`src/rtl/interleaver_multirate_if.sv`:
```
// ---------------------------------------------------------------------------
// interleaver_multirate_if
// Bit-serial stream bundle between the encoder/puncturer, the multi-rate
// interleaver and the mapper.
//   mode      : constellation of the block starting with this bit
//               (00 BPSK, 01 QPSK, 10 16-QAM, 11 64-QAM)
//   in_valid  : in_data carries a coded bit
//   in_data   : coded bit k, arrival order
//   in_ready  : interleaver can take a bit this cycle
//   out_valid : out_data carries an interleaved bit
//   out_data  : interleaved bit j, ascending order
//   out_first : marks j = 0 of each block
//   out_mode  : mode of the block currently on out_data
// master = stream source/sink around the interleaver, slave = interleaver.
// ---------------------------------------------------------------------------
interface interleaver_multirate_if;
    logic [1:0] mode;
    logic       in_valid;
    logic       in_data;
    logic       in_ready;
    logic       out_valid;
    logic       out_data;
    logic       out_first;
    logic [1:0] out_mode;

    modport master (
        output mode, in_valid, in_data,
        input  in_ready, out_valid, out_data, out_first, out_mode
    );

    modport slave (
        input  mode, in_valid, in_data,
        output in_ready, out_valid, out_data, out_first, out_mode
    );
endinterface

```
`src/rtl/interleaver_multirate.sv`:
```
// ---------------------------------------------------------------------------
// interleaver_multirate
// 802.11a block interleaver with per-symbol mode selection (BPSK, QPSK,
// 16-QAM, 64-QAM). Coded bits arrive serially and are written into one of
// two ping-pong banks at their permuted address; a read FSM drains a full
// bank in address order, so the output stream is the interleaved symbol.
//
// Parameters
//   MAX_NCBPS : bits per bank (>= NCBPS of every mode in use)
//   ADDR_W    : bank address width, 2**ADDR_W >= MAX_NCBPS
// Ports
//   clk   : system clock, rising edge
//   rst_n : asynchronous active-low reset
//   bus   : stream bundle (slave side), see interleaver_multirate_if
// ---------------------------------------------------------------------------
module interleaver_multirate #(
    parameter int MAX_NCBPS = 288,
    parameter int ADDR_W    = 9
) (
    input  logic                    clk,
    input  logic                    rst_n,
    interleaver_multirate_if.slave  bus
);

    localparam logic [1:0] MODE_BPSK  = 2'b00;
    localparam logic [1:0] MODE_QPSK  = 2'b01;
    localparam logic [1:0] MODE_QAM16 = 2'b10;
    localparam logic [1:0] MODE_QAM64 = 2'b11;

    localparam logic [0:0] ST_IDLE  = 1'b0;
    localparam logic [0:0] ST_DRAIN = 1'b1;

    // NCBPS - 1 for a mode: index of the last bit of a block
    function automatic logic [ADDR_W-1:0] last_idx_f(input logic [1:0] m);
        logic [ADDR_W-1:0] r;
        case (m)
            MODE_BPSK:  r = ADDR_W'(47);
            MODE_QPSK:  r = ADDR_W'(95);
            MODE_QAM16: r = ADDR_W'(191);
            MODE_QAM64: r = ADDR_W'(287);
            default:    r = ADDR_W'(287);
        endcase
        return r;
    endfunction

    // NCBPS / 16: step of the first permutation index per column
    function automatic logic [ADDR_W-1:0] stride_f(input logic [1:0] m);
        logic [ADDR_W-1:0] r;
        case (m)
            MODE_BPSK:  r = ADDR_W'(3);
            MODE_QPSK:  r = ADDR_W'(6);
            MODE_QAM16: r = ADDR_W'(12);
            MODE_QAM64: r = ADDR_W'(18);
            default:    r = ADDR_W'(18);
        endcase
        return r;
    endfunction

    // Modulo-3 increment for the 64-QAM residue counters
    function automatic logic [1:0] inc_mod3_f(input logic [1:0] v);
        logic [1:0] r;
        if (v == 2'd2) begin
            r = 2'd0;
        end else begin
            r = v + 2'd1;
        end
        return r;
    endfunction

    // Storage and per-bank state
    logic                  bank_r [0:1][0:MAX_NCBPS-1];
    logic [1:0][1:0]       bank_mode_r;
    logic [1:0]            full_r;
    logic                  wr_ptr_r;
    logic                  rd_ptr_r;
    logic                  in_ready_r;

    // Write-side counters: k, column (k mod 16), row (k / 16),
    // base = stride * column, and residues mod 3 of row and column
    logic [ADDR_W-1:0]     k_r;
    logic [3:0]            col_r;
    logic [ADDR_W-1:0]     row_r;
    logic [ADDR_W-1:0]     base_r;
    logic [1:0]            col_m3_r;
    logic [1:0]            row_m3_r;

    // Read side
    logic [0:0]            state_r;
    logic [ADDR_W-1:0]     rd_addr_r;
    logic                  out_valid_r;
    logic                  out_data_r;
    logic                  out_first_r;
    logic [1:0]            out_mode_r;

    logic [1:0]            cur_mode_s;
    logic [ADDR_W-1:0]     i_s;
    logic [2:0]            m3_sum_s;
    logic [2:0]            m3_rot_s;
    logic [ADDR_W-1:0]     wr_addr_s;
    logic                  accept_s;
    logic                  wr_last_s;
    logic                  rd_last_s;
    logic [1:0]            full_nxt_s;
    logic                  wr_ptr_nxt_s;
    logic                  other_full_s;

    // Mode in force for the bit being written: live input on k = 0, latched copy afterwards
    always_comb begin
        cur_mode_s = bank_mode_r[wr_ptr_r];
        if (k_r == {ADDR_W{1'b0}}) begin
            cur_mode_s = bus.mode;
        end else begin
            cur_mode_s = bank_mode_r[wr_ptr_r];
        end
    end

    // Permuted write address j(k). i = stride*col + row. Since
    // floor(16i/NCBPS) equals col, the second permutation only needs
    // i mod s and col mod s. For 16-QAM (s = 2, NCBPS even) that is an
    // LSB swap; for 64-QAM (s = 3) stride 18 is a multiple of 3, so
    // i mod 3 = row mod 3 and the rotation is (row - col) mod 3.
    always_comb begin
        i_s      = base_r + row_r;
        m3_sum_s = {1'b0, row_m3_r} + 3'd3 - {1'b0, col_m3_r};
        if (m3_sum_s >= 3'd3) begin
            m3_rot_s = m3_sum_s - 3'd3;
        end else begin
            m3_rot_s = m3_sum_s;
        end
        case (cur_mode_s)
            MODE_QAM16: wr_addr_s = {i_s[ADDR_W-1:1], i_s[0] ^ col_r[0]};
            MODE_QAM64: wr_addr_s = i_s - ADDR_W'(row_m3_r) + ADDR_W'(m3_rot_s);
            default:    wr_addr_s = i_s;
        endcase
    end

    // Handshake, block-end detection and next full/pointer state
    always_comb begin
        accept_s     = bus.in_valid & in_ready_r;
        wr_last_s    = accept_s & (k_r == last_idx_f(cur_mode_s));
        rd_last_s    = (state_r == ST_DRAIN) &
                       (rd_addr_r == last_idx_f(bank_mode_r[rd_ptr_r]));
        // A bank is never written and drained at once, so set and clear never meet
        full_nxt_s[0] = (full_r[0] | (wr_last_s & ~wr_ptr_r)) & ~(rd_last_s & ~rd_ptr_r);
        full_nxt_s[1] = (full_r[1] | (wr_last_s &  wr_ptr_r)) & ~(rd_last_s &  rd_ptr_r);
        wr_ptr_nxt_s = wr_ptr_r ^ wr_last_s;
        // The other bank counts as ready if it completes on this very edge,
        // which keeps back-to-back blocks gap-free on the output
        other_full_s = full_r[~rd_ptr_r] | (wr_last_s & (wr_ptr_r != rd_ptr_r));
    end

    // Bit storage; no reset needed since the full flags gate every read
    always_ff @(posedge clk) begin
        if (accept_s) begin
            bank_r[wr_ptr_r][wr_addr_s] <= bus.in_data;
        end
    end

    // Write side: counters, mode latch, full flags, write pointer, in_ready
    always_ff @(posedge clk or negedge rst_n) begin
        if (!rst_n) begin
            bank_mode_r <= {2'b00, 2'b00};
            full_r      <= 2'b00;
            wr_ptr_r    <= 1'b0;
            in_ready_r  <= 1'b0;
            k_r         <= {ADDR_W{1'b0}};
            col_r       <= 4'd0;
            row_r       <= {ADDR_W{1'b0}};
            base_r      <= {ADDR_W{1'b0}};
            col_m3_r    <= 2'd0;
            row_m3_r    <= 2'd0;
        end else begin
            full_r     <= full_nxt_s;
            wr_ptr_r   <= wr_ptr_nxt_s;
            in_ready_r <= ~full_nxt_s[wr_ptr_nxt_s];
            if (accept_s) begin
                if (k_r == {ADDR_W{1'b0}}) begin
                    bank_mode_r[wr_ptr_r] <= bus.mode;
                end
                if (wr_last_s) begin
                    k_r      <= {ADDR_W{1'b0}};
                    col_r    <= 4'd0;
                    row_r    <= {ADDR_W{1'b0}};
                    base_r   <= {ADDR_W{1'b0}};
                    col_m3_r <= 2'd0;
                    row_m3_r <= 2'd0;
                end else begin
                    k_r <= k_r + ADDR_W'(1);
                    if (col_r == 4'd15) begin
                        col_r    <= 4'd0;
                        base_r   <= {ADDR_W{1'b0}};
                        col_m3_r <= 2'd0;
                        row_r    <= row_r + ADDR_W'(1);
                        row_m3_r <= inc_mod3_f(row_m3_r);
                    end else begin
                        col_r    <= col_r + 4'd1;
                        base_r   <= base_r + stride_f(cur_mode_s);
                        col_m3_r <= inc_mod3_f(col_m3_r);
                    end
                end
            end
        end
    end

    // Read FSM: drains a full bank in address order and registers the outputs
    always_ff @(posedge clk or negedge rst_n) begin
        if (!rst_n) begin
            state_r     <= ST_IDLE;
            rd_ptr_r    <= 1'b0;
            rd_addr_r   <= {ADDR_W{1'b0}};
            out_valid_r <= 1'b0;
            out_data_r  <= 1'b0;
            out_first_r <= 1'b0;
            out_mode_r  <= 2'b00;
        end else begin
            case (state_r)
                ST_IDLE: begin
                    if (full_r[rd_ptr_r]) begin
                        // rd_addr_r is always 0 here
                        out_valid_r <= 1'b1;
                        out_data_r  <= bank_r[rd_ptr_r][rd_addr_r];
                        out_first_r <= 1'b1;
                        out_mode_r  <= bank_mode_r[rd_ptr_r];
                        rd_addr_r   <= ADDR_W'(1);
                        state_r     <= ST_DRAIN;
                    end else begin
                        out_valid_r <= 1'b0;
                        out_data_r  <= 1'b0;
                        out_first_r <= 1'b0;
                    end
                end
                ST_DRAIN: begin
                    out_valid_r <= 1'b1;
                    out_data_r  <= bank_r[rd_ptr_r][rd_addr_r];
                    out_first_r <= (rd_addr_r == {ADDR_W{1'b0}});
                    out_mode_r  <= bank_mode_r[rd_ptr_r];
                    if (rd_last_s) begin
                        rd_addr_r <= {ADDR_W{1'b0}};
                        rd_ptr_r  <= ~rd_ptr_r;
                        state_r   <= other_full_s ? ST_DRAIN : ST_IDLE;
                    end else begin
                        rd_addr_r <= rd_addr_r + ADDR_W'(1);
                    end
                end
                default: begin
                    state_r     <= ST_IDLE;
                    rd_addr_r   <= {ADDR_W{1'b0}};
                    out_valid_r <= 1'b0;
                    out_data_r  <= 1'b0;
                    out_first_r <= 1'b0;
                end
            endcase
        end
    end

    assign bus.in_ready  = in_ready_r;
    assign bus.out_valid = out_valid_r;
    assign bus.out_data  = out_data_r;
    assign bus.out_first = out_first_r;
    assign bus.out_mode  = out_mode_r;

endmodule

```
`src/flat_wrapper.sv`:
```
// flat-port wrapper written by rule: the top's interface ports become plain ports
module interleaver_multirate_flat 
#(
    parameter int MAX_NCBPS = 288,
    parameter int ADDR_W    = 9
)
  (clk, rst_n, bus_mode, bus_in_valid, bus_in_data, bus_in_ready, bus_out_valid, bus_out_data, bus_out_first, bus_out_mode);
  interleaver_multirate_if bus_i ();
  input  logic clk;
  input  logic rst_n;
  input wire logic [$bits(bus_i.mode)-1:0] bus_mode;
  input wire logic [$bits(bus_i.in_valid)-1:0] bus_in_valid;
  input wire logic [$bits(bus_i.in_data)-1:0] bus_in_data;
  output wire logic [$bits(bus_i.in_ready)-1:0] bus_in_ready;
  output wire logic [$bits(bus_i.out_valid)-1:0] bus_out_valid;
  output wire logic [$bits(bus_i.out_data)-1:0] bus_out_data;
  output wire logic [$bits(bus_i.out_first)-1:0] bus_out_first;
  output wire logic [$bits(bus_i.out_mode)-1:0] bus_out_mode;
  assign bus_i.mode = bus_mode;
  assign bus_i.in_valid = bus_in_valid;
  assign bus_i.in_data = bus_in_data;
  assign bus_in_ready = bus_i.in_ready;
  assign bus_out_valid = bus_i.out_valid;
  assign bus_out_data = bus_i.out_data;
  assign bus_out_first = bus_i.out_first;
  assign bus_out_mode = bus_i.out_mode;
  interleaver_multirate #(.MAX_NCBPS(MAX_NCBPS), .ADDR_W(ADDR_W)) u_core (.clk(clk), .rst_n(rst_n), .bus(bus_i));
endmodule
```
`config.mk`:
```
export PLATFORM = sky130hd
export DESIGN_NAME = interleaver_multirate_flat
export DESIGN_NICKNAME = d
export VERILOG_FILES = /design/src/rtl/interleaver_multirate_if.sv /design/src/rtl/interleaver_multirate.sv /design/src/flat_wrapper.sv
export SDC_FILE = /design/constraint.sdc
export NUM_CORES = 1
export LEC_CHECK = 0
export CORE_MARGIN = 3
export CORE_UTILIZATION = 30
export CTS_CLUSTER_SIZE = 16
export DETAILED_ROUTE_END_ITERATION = 10
export SLEW_MARGIN = 40
export SYNTH_ARGS = -nofsm -noshare
export SYNTH_HDL_FRONTEND = slang
export SYNTH_SLANG_ARGS = --single-unit
```
`constraint.sdc`:
```
create_clock -name clk -period 4.95 [get_ports clk]
set_clock_uncertainty 0.1 [all_clocks]
set_input_delay 0.495 -clock clk [delete_from_list [all_inputs] [get_ports clk]]
set_output_delay 0.495 -clock clk [all_outputs]
set_load 0.02 [all_outputs]
```
==> insert_results.sql, run 1 <==
INSERT INTO impl_metrics (metric_group, metric, value, unit) VALUES
('layout', 'area_delta_synth_final', '35.07', '%'),
('critical_path', 'worstPathMaxFanout', '7', ''),
('layout', 'final_util', '41.03', '%'),
('critical_path', 'setup.worst_path.end_class', 'flop', ''),
('clock_tree', 'clock_root_buffer_master', 'clkbuf_16', ''),
('clock_tree', 'cts_sinks', '635', ''),
('timing', 'period_share', '104.2', '%'),
('synth', 'netlist-cell-type-count', '74', ''),
('critical_path', 'source_of_the_worst_register_to_register_timing_path', 'u_core.row_m3_r[0]$_DFFE_PN0P_', ''),
('detailed_routing', 'route.detailed.drc', '0', ''),
('power', 'power_density', '633.6', 'nW/um2'),
('layout', 'antennaDiodeCount', '0', ''),
('synth', 'number_of_synthesized_flops_with_an_enable_pin', '576', ''),
('layout', 'layout.cell_area.non_filler', '45590', 'um2'),
('synth', 'post_synthesis_register_bit_count', '635', ''),
('global_routing', 'grt_start_max_net_pins', '148', ''),
('clock_tree', 'clock_latency', '0.63', 'ns'),
('placement', 'place_congestion', '0.9130', ''),
('synth', 'synthesis.nets', '2948', ''),
('synth', 'synthArstFlopShare', '9.291', '%'),
('layout', 'layout_common_cells', 'edfxtp_1, nand3_1, a21oi_1', ''),
('detailed_routing', 'firstDrtPassIters', '6', ''),
('status', 'run_status', 'complete, but fails checks', ''),
('placement', 'detailedPlacementHpwl', '66720', 'um'),
('die', 'die_height', '341.4', 'um'),
('timing', 'rsz0062_at_grt', 'true', ''),
('detailed_routing', 'drt_iter0_drc', '3237', ''),
('critical_path', 'worstSetupStartpointType', 'flop', ''),
('layout', 'layout_commonest_cell', 'edfxtp_1', ''),
('clock_tree', 'cts_inserted_buffers', '70', ''),
('placement', 'placement.cell_area', '38290', 'um2'),
('timing', 'worst_slew_pin_slew', '0.9788', 'ns'),
('detailed_routing', 'route.final.wire_length', '114500', 'um'),
('timing', 'max_freq', '0.1939', 'GHz'),
('clock_tree', 'cts_tree', 'built', ''),
('die', 'dieWidth', '341.4', 'um'),
('timing', 'setup_tns', '-53.99', 'ns'),
('global_routing', 'grt_antenna_before_repair', '2', ''),
('die', 'design.die.area', '116600', 'um2'),
('critical_path', 'worstSetupStartpoint', 'u_core.row_m3_r[0]$_DFFE_PN0P_', ''),
('timing', 'finalWorstPathRequiredPeriod', '5.158', 'ns'),
('hold_path', 'hold_path_startpoint', 'bus_in_data', ''),
('timing', 'finalSetupViolCount', '563', ''),
('clock_tree', 'clock_path_buffers', '3', ''),
('synth', 'seq_total_area_yosys', '55.62', '%'),
('synth', 'post_synth_instance_area', '33750', 'um2'),
('hold_path', 'min_path_type', 'input port to flop', ''),
('global_routing', 'grt_first_pass_wirelength', '158100', 'um'),
('detailed_routing', 'detail-route-antenna-nets', '0', ''),
('global_routing', 'grt_pass1_vias', '25370', ''),
('power', 'static-leakage-power', '14.40', 'nW'),
('detailed_routing', 'drt-wirelength-per-cell', '24.42', 'um'),
('die', 'num_ports', '12', ''),
('detailed_routing', 'vias', '27330', ''),
('global_routing', 'groute.usage.overall', '17.43', '%'),
('critical_path', 'worst-endpoint-arrival', '5.37', 'ns'),
('timing', 'finalHoldViolations', '0', ''),
('critical_path', 'required_time_worst_endpoint', '5.16', 'ns'),
('synth', 'avgSynthCellArea', '11.65', 'um2'),
('critical_path', 'timing.setup.critical_path_class', 'flop to flop', ''),
('layout', 'finish.net_count', '3196', ''),
('job', 'max_cap_viol_count', '0', ''),
('die', 'initial_utilization', '30.37', '%'),
('synth', 'postSynth.topFlopCell', 'edfxtp_1', ''),
('synth', 'syn_inst', '2898', ''),
('critical_path', 'reg2reg_slack', '-0.21', 'ns'),
('placement', 'port_buffers', '11', ''),
('synth', 'yosys_warnings', '0', ''),
('timing', 'finalMaxSlewViolations', '0', ''),
('detailed_routing', 'route.detailed.vias_per_inst', '5.829', ''),
('clock_tree', 'clkSlewWorstSetupHoldPaths', '0.06', 'ns'),
('timing', 'timing.final.ws_setup', '-0.2082', 'ns'),
('clock_tree', 'htree_num_levels', '3', ''),
('timing', 'final.hold.worst_slack', '0.2087', 'ns'),
('die', 'core', '111100', 'um2'),
('die', 'core.rowCount', '122', ''),
('status', 'failed_checks', 'setup timing', ''),
('timing', 'slew_headroom', '34.36', '%'),
('power', 'vdd_drop_max', '0.6586', 'mV'),
('global_routing', 'globalRouteOverflowTotal', '0', ''),
('layout', 'final_layout_size_suffix_gt1_share', '36.44', '%');
==> report_power, final <==
group / internal [mW] / switching, mW / leakage, nW
combinational: 6.86 / 10.6 / 7.39
clock: 2.90 / 2.28 / 1.07
sequential: 6.05 / 0.240 / 5.94
==> cell families after synthesis <==
| group | count (synthesis) | share of synthesized area [%] |
|---|---|---|
| muxes | 187 | 9.997 |
| and+or+nand+nor | 891 | 13.86 |
| buffers and inverters | 370 | 4.756 |
| DFF | 635 | 55.62 |
| AOI/OAI and AO/OA | 729 | 12.90 |
| adders and majority gates | 44 | 1.742 |
| xor gates and xnor gates | 42 | 1.134 |
==> final timing paths <==
path,depth (start not counted),to
setup / recovery,20,u_core.bank_r[1][227]$_DFFE_PP_
hold / removal,1,u_core.bank_r[1][33]$_DFFE_PP_
setup reg to reg,20,u_core.bank_r[1][227]$_DFFE_PP_
hold reg to reg,2,u_core.col_r[1]$_DFFE_PN0P_
max in group asynchronous,3,u_core.rd_ptr_r$_DFFE_PN0P_
min in group asynchronous,2,u_core.base_r[0]$_DFFE_PN0P_
==> synthesized netlist by cell type, types with 4 or more instances <==
cell type	instances	area share [%]
o31ai_1	9	0.20
nor2_1	56	0.62
buf_2	119	1.8
a22oi_1	31	0.69
a21o_1	4	0.089
o21ai_0	34	0.50
nor4_1	5	0.093
a22o_1	12	0.31
o211ai_1	4	0.089
or3_1	6	0.11
ha_1	39	1.4
nor3_1	143	2.1
a211oi_1	19	0.42
o21a_1	8	0.18
and2_1	4	0.074
clkbuf_1	176	2.0
edfxtp_1	576	51
fa_1	5	0.30
inv_1	34	0.38
nand2_1	87	0.97
o221ai_1	6	0.16
xnor2_1	22	0.57
nor2b_1	9	0.17
mux2_2	11	0.37
nor3_2	60	1.8
a2111oi_0	51	1.3
nand4_1	5	0.093
a2111oi_1	18	0.53
and3_1	5	0.093
nand3_1	486	7.2
mux4_2	119	7.9
nand3b_1	4	0.089
mux2i_1	57	1.7
dfrtp_1	59	4.4
xor2_1	18	0.47
buf_4	14	0.31
o22ai_1	16	0.30
nand2b_1	9	0.17
buf_1	23	0.26
a31oi_1	7	0.13
a211o_1	4	0.10
a21oi_1	476	7.1
==> registers in the layout, summed over array words and instances, names as in the netlist <==
signal                count
u_core.bus.out_data       1
u_core.col_r              4
u_core.base_r             9
u_core.bus.out_mode       2
u_core.rd_addr_r          9
u_core.k_r                9
u_core.row_r              9
u_core.bank_mode_r        4
u_core.bus.out_valid      1
u_core.full_r             2
u_core.wr_ptr_r           1
u_core.bank_r           576
u_core.col_m3_r           2
u_core.state_r            1
u_core.bus.in_ready       1
u_core.bus.out_first      1
u_core.rd_ptr_r           1
u_core.row_m3_r           2
==> per-stage QoR <==
| stage | power, mW | cells | worst slack [ns] |
|---|---|---|---|
| global route | 29.96 | 4688 | -0.4174 |
| global placement | 18.41 | 4445 | -0.2991 |
| floorplan | 13.19 | 2898 | 0.001090 |
| finish | 28.89 | 4688 | -0.2082 |
| detailed placement | 18.52 | 4447 | -0.3483 |
| CTS | 25.19 | 4615 | -0.2381 |
==> worst max-delay path, stage by stage (launching register included) <==
cell and delay (ns):
dfrtp_1 0.42, ha_4 0.17, fa_1 0.46, ha_2 0.20, ha_4 0.16, or3_4 0.33
o21a_1 0.12, fa_1 0.51, inv_2 0.05, fa_2 0.34, nor2b_1 0.16, o21ai_2 0.08
a21boi_2 0.19, o21ai_2 0.09, a21oi_4 0.23, xnor2_4 0.18, nand3_4 0.18, buf_12 0.20
buf_4 0.15, buf_16 0.15, a2111oi_4 0.36
==> per-layer routing <==
| metal | part of all wire, % | up-vias | global-route usage (%) |
|---|---|---|---|
| li1 | - | 11850 | - |
| met1 | 40 | 13750 | 23.30 |
| met2 | 47 | 1463 | 28.53 |
| met3 | 9.1 | 269 | 2.831 |
| met4 | 4.2 | 0 | 6.392 |
| met5 | 0 | - | 0 |
==> timing repair <==
| action | CTS | global route |
|---|---|---|
| hold buffers | 1 | 0 |
| buffers inserted | 22 | 34 |
| resized for setup | 180 | 440 |
| setup endpoints to repair | 576 | 576 |
| endpoints found under the hold margin | 24 | 0 |
| cloned | 19 | 42 |
| pin swaps | 54 | 51 |
==> cell type report <==
class | instances | area, um2
sequential | 635 | 18780
clock buffer | 84 | 1847
fill | 10140 | 65540
timing repair buffer | 509 | 6506
tap | 1488 | 1862
clock inverter | 42 | 379.1
inverter | 36 | 135.1
multi-input combinational | 1894 | 16080
(Power assumes the default switching activity.)
==> run 2, diff against run 1 <==
--- a/config.mk
+++ b/config.mk
@@ -5,6 +5,8 @@
 export SDC_FILE = /design/constraint.sdc
 export NUM_CORES = 1
 export LEC_CHECK = 0
+export ABC_CLOCK_PERIOD_IN_PS = 4950
+export CAP_MARGIN = 40
 export CORE_MARGIN = 3
 export CORE_UTILIZATION = 30
 export CTS_CLUSTER_SIZE = 16
==> results of run 2 <==
The final DEF is identical to that of run 1; final timing and power are the same.
==> RTL change: new RTL, flow settings as in run 2 <==
Make the reset (`rst_n`) synchronous in 2 clocked blocks. Comments in the files are not updated.
--- a/src/rtl/interleaver_multirate.sv
+++ b/src/rtl/interleaver_multirate.sv
@@ -158,5 +158,5 @@
 
     // Write side: counters, mode latch, full flags, write pointer, in_ready
-    always_ff @(posedge clk or negedge rst_n) begin
+    always_ff @(posedge clk) begin
         if (!rst_n) begin
             bank_mode_r <= {2'b00, 2'b00};
@@ -204,5 +204,5 @@
 
     // Read FSM: drains a full bank in address order and registers the outputs
-    always_ff @(posedge clk or negedge rst_n) begin
+    always_ff @(posedge clk) begin
         if (!rst_n) begin
             state_r     <= ST_IDLE;
Check against the original RTL: differs if rst_n is asserted again (counterexample within 4 cycles, from zero or initial values and one cycle with rst_n low); with rst_n held inactive, the same outputs for 4 cycles.
==> RTL change against run 2 <==
- the run still ends with setup timing left
- non-clock buffer count is 65 lower
- global-route usage is 0.18 points lower
- first-iteration DRC count is 21% lower
- core utilization down 1.5 points
- final area increased by 1.2%
- sequential cell count up 1
- synthesized area grew 5.4%
- maximum frequency down 7.2%
- worst setup slack got worse by 400 ps
- routed wire length is 2.6% lower
Power is not compared: it rests on default switching activity, and its combinational part moved more than twofold at a synthesized area within 25%.
==> RTL change: results (changes against run 2) <==
* Critical Path Fanout Max at 4 (was 7)
* WL/cell at 25.0 um (was 24.4 um)
* First-pass GRT wire length at 164 mm (was 158 mm)
* Initial antenna violation count at 3 (was 2)
* Synth top area cells: edfxtp_1 49%, a2111oi_2 12%, mux4_2 8.0% (was edfxtp_1 51%, mux4_2 7.9%, nand3_1 7.2%)
* Vias per cell at 5.87 (was 5.83)
* Async set or reset register ratio after synthesis at 0 (was 0.0929)
* Aggregate global-route resource usage at 0.173 (was 0.174)
* GR Layer Usage met2 at 0.274 (was 0.285)
* Met3 routed WL at 7.97 mm (was 10.4 mm)
* Initial drt markers at 2570 (was 3237)
* Fraction of layout cells with a size suffix above 1 at 0.379 (was 0.364)
* Pwr Total at 14.2 mW
* Largest net degree at the start of global routing at 142 (was 148)
* Fin nets at 2923 (was 3196)
* Endpoints failing setup at 576 (was 563)
* Placer Congestion at 0.855 (was 0.913)
* Violated checks: setup timing (unchanged)
* Setup tns final at -262880 ps (was -53990 ps)
* Met3 usage at 0.0266 (was 0.0283)
* Placed Cells at 4278 (was 4447)
* CTS Buf Count at 76 (was 70)
* DR pass1 iterations at 5 (was 6)
* Sequential share of the synthesized area at 0.520 (was 0.556)
* CTS resizes at 82 (was 180)
* Outcome: finished, violations left (unchanged)
* Setup WS post-layout at -610 ps (was -208 ps)
-- RTL change: cell types whose count changed in the layout (fill, tap and decap cells not counted), sizes merged, moves of 59 or more --
cell     delta
nand4     +125
nor2       +64
dfrtp      -59
a21oi     -308
nand3     -402
nor3      -121
dfxtp      +60
a2111oi   +269
-- RTL change: path summary, 6_finish.rpt --
| kind | cells past startpoint | slack, ps | endpoint |
|---|---|---|---|
| worst max-delay path | 22 | -610 | u_core.bank_r[0][56] |
| worst max register to register | 22 | -610 | u_core.bank_r[0][56] |
| worst min-delay path | 1 | 190 | u_core.bank_r[0][209] |
| worst min register to register | 2 | 380 | u_core.col_m3_r[0] |
-- RTL change: cells by family (layout without fill, tap and decap cells) --
group           after synthesis  after routing  share of synthesized area
xor+xnor                     34             34                    0.00837
mux                         196            196                     0.0998
simple gates                677            677                     0.0988
other cells                   0              1                          0
buf+inv                     385            618                     0.0510
compound gates              725            725                      0.205
flops                       636            636                      0.520
fa+ha+maj                    46             46                     0.0172
-- RTL change: area by class of cell --
type                            instances  share of cell area
Tap cell                             1524              0.0413
Sequential cell                       636               0.401
Clock inverter                         51              0.0124
Clock buffer                           88              0.0435
Timing Repair Buffer                  444               0.109
Antenna cell                            1           0.0000542
Multi-Input combinational cell       1678               0.389
Inverter                               35             0.00285
-- RTL change: worst max-delay path, cell delays in order, from the launching register on --
cell	delay, ps
dfxtp_2	330
inv_2	50
ha_4	150
fa_1	490
ha_2	230
ha_4	160
or3_4	320
o21a_1	130
fa_1	480
inv_2	80
fa_2	190
nor2b_1	50
o21a_1	170
o21a_1	200
o21a_1	210
o211a_1	250
a2111o_1	320
a211o_4	360
buf_6	170
buf_12	140
clkbuf_16	150
buf_4	160
a2111oi_4	320
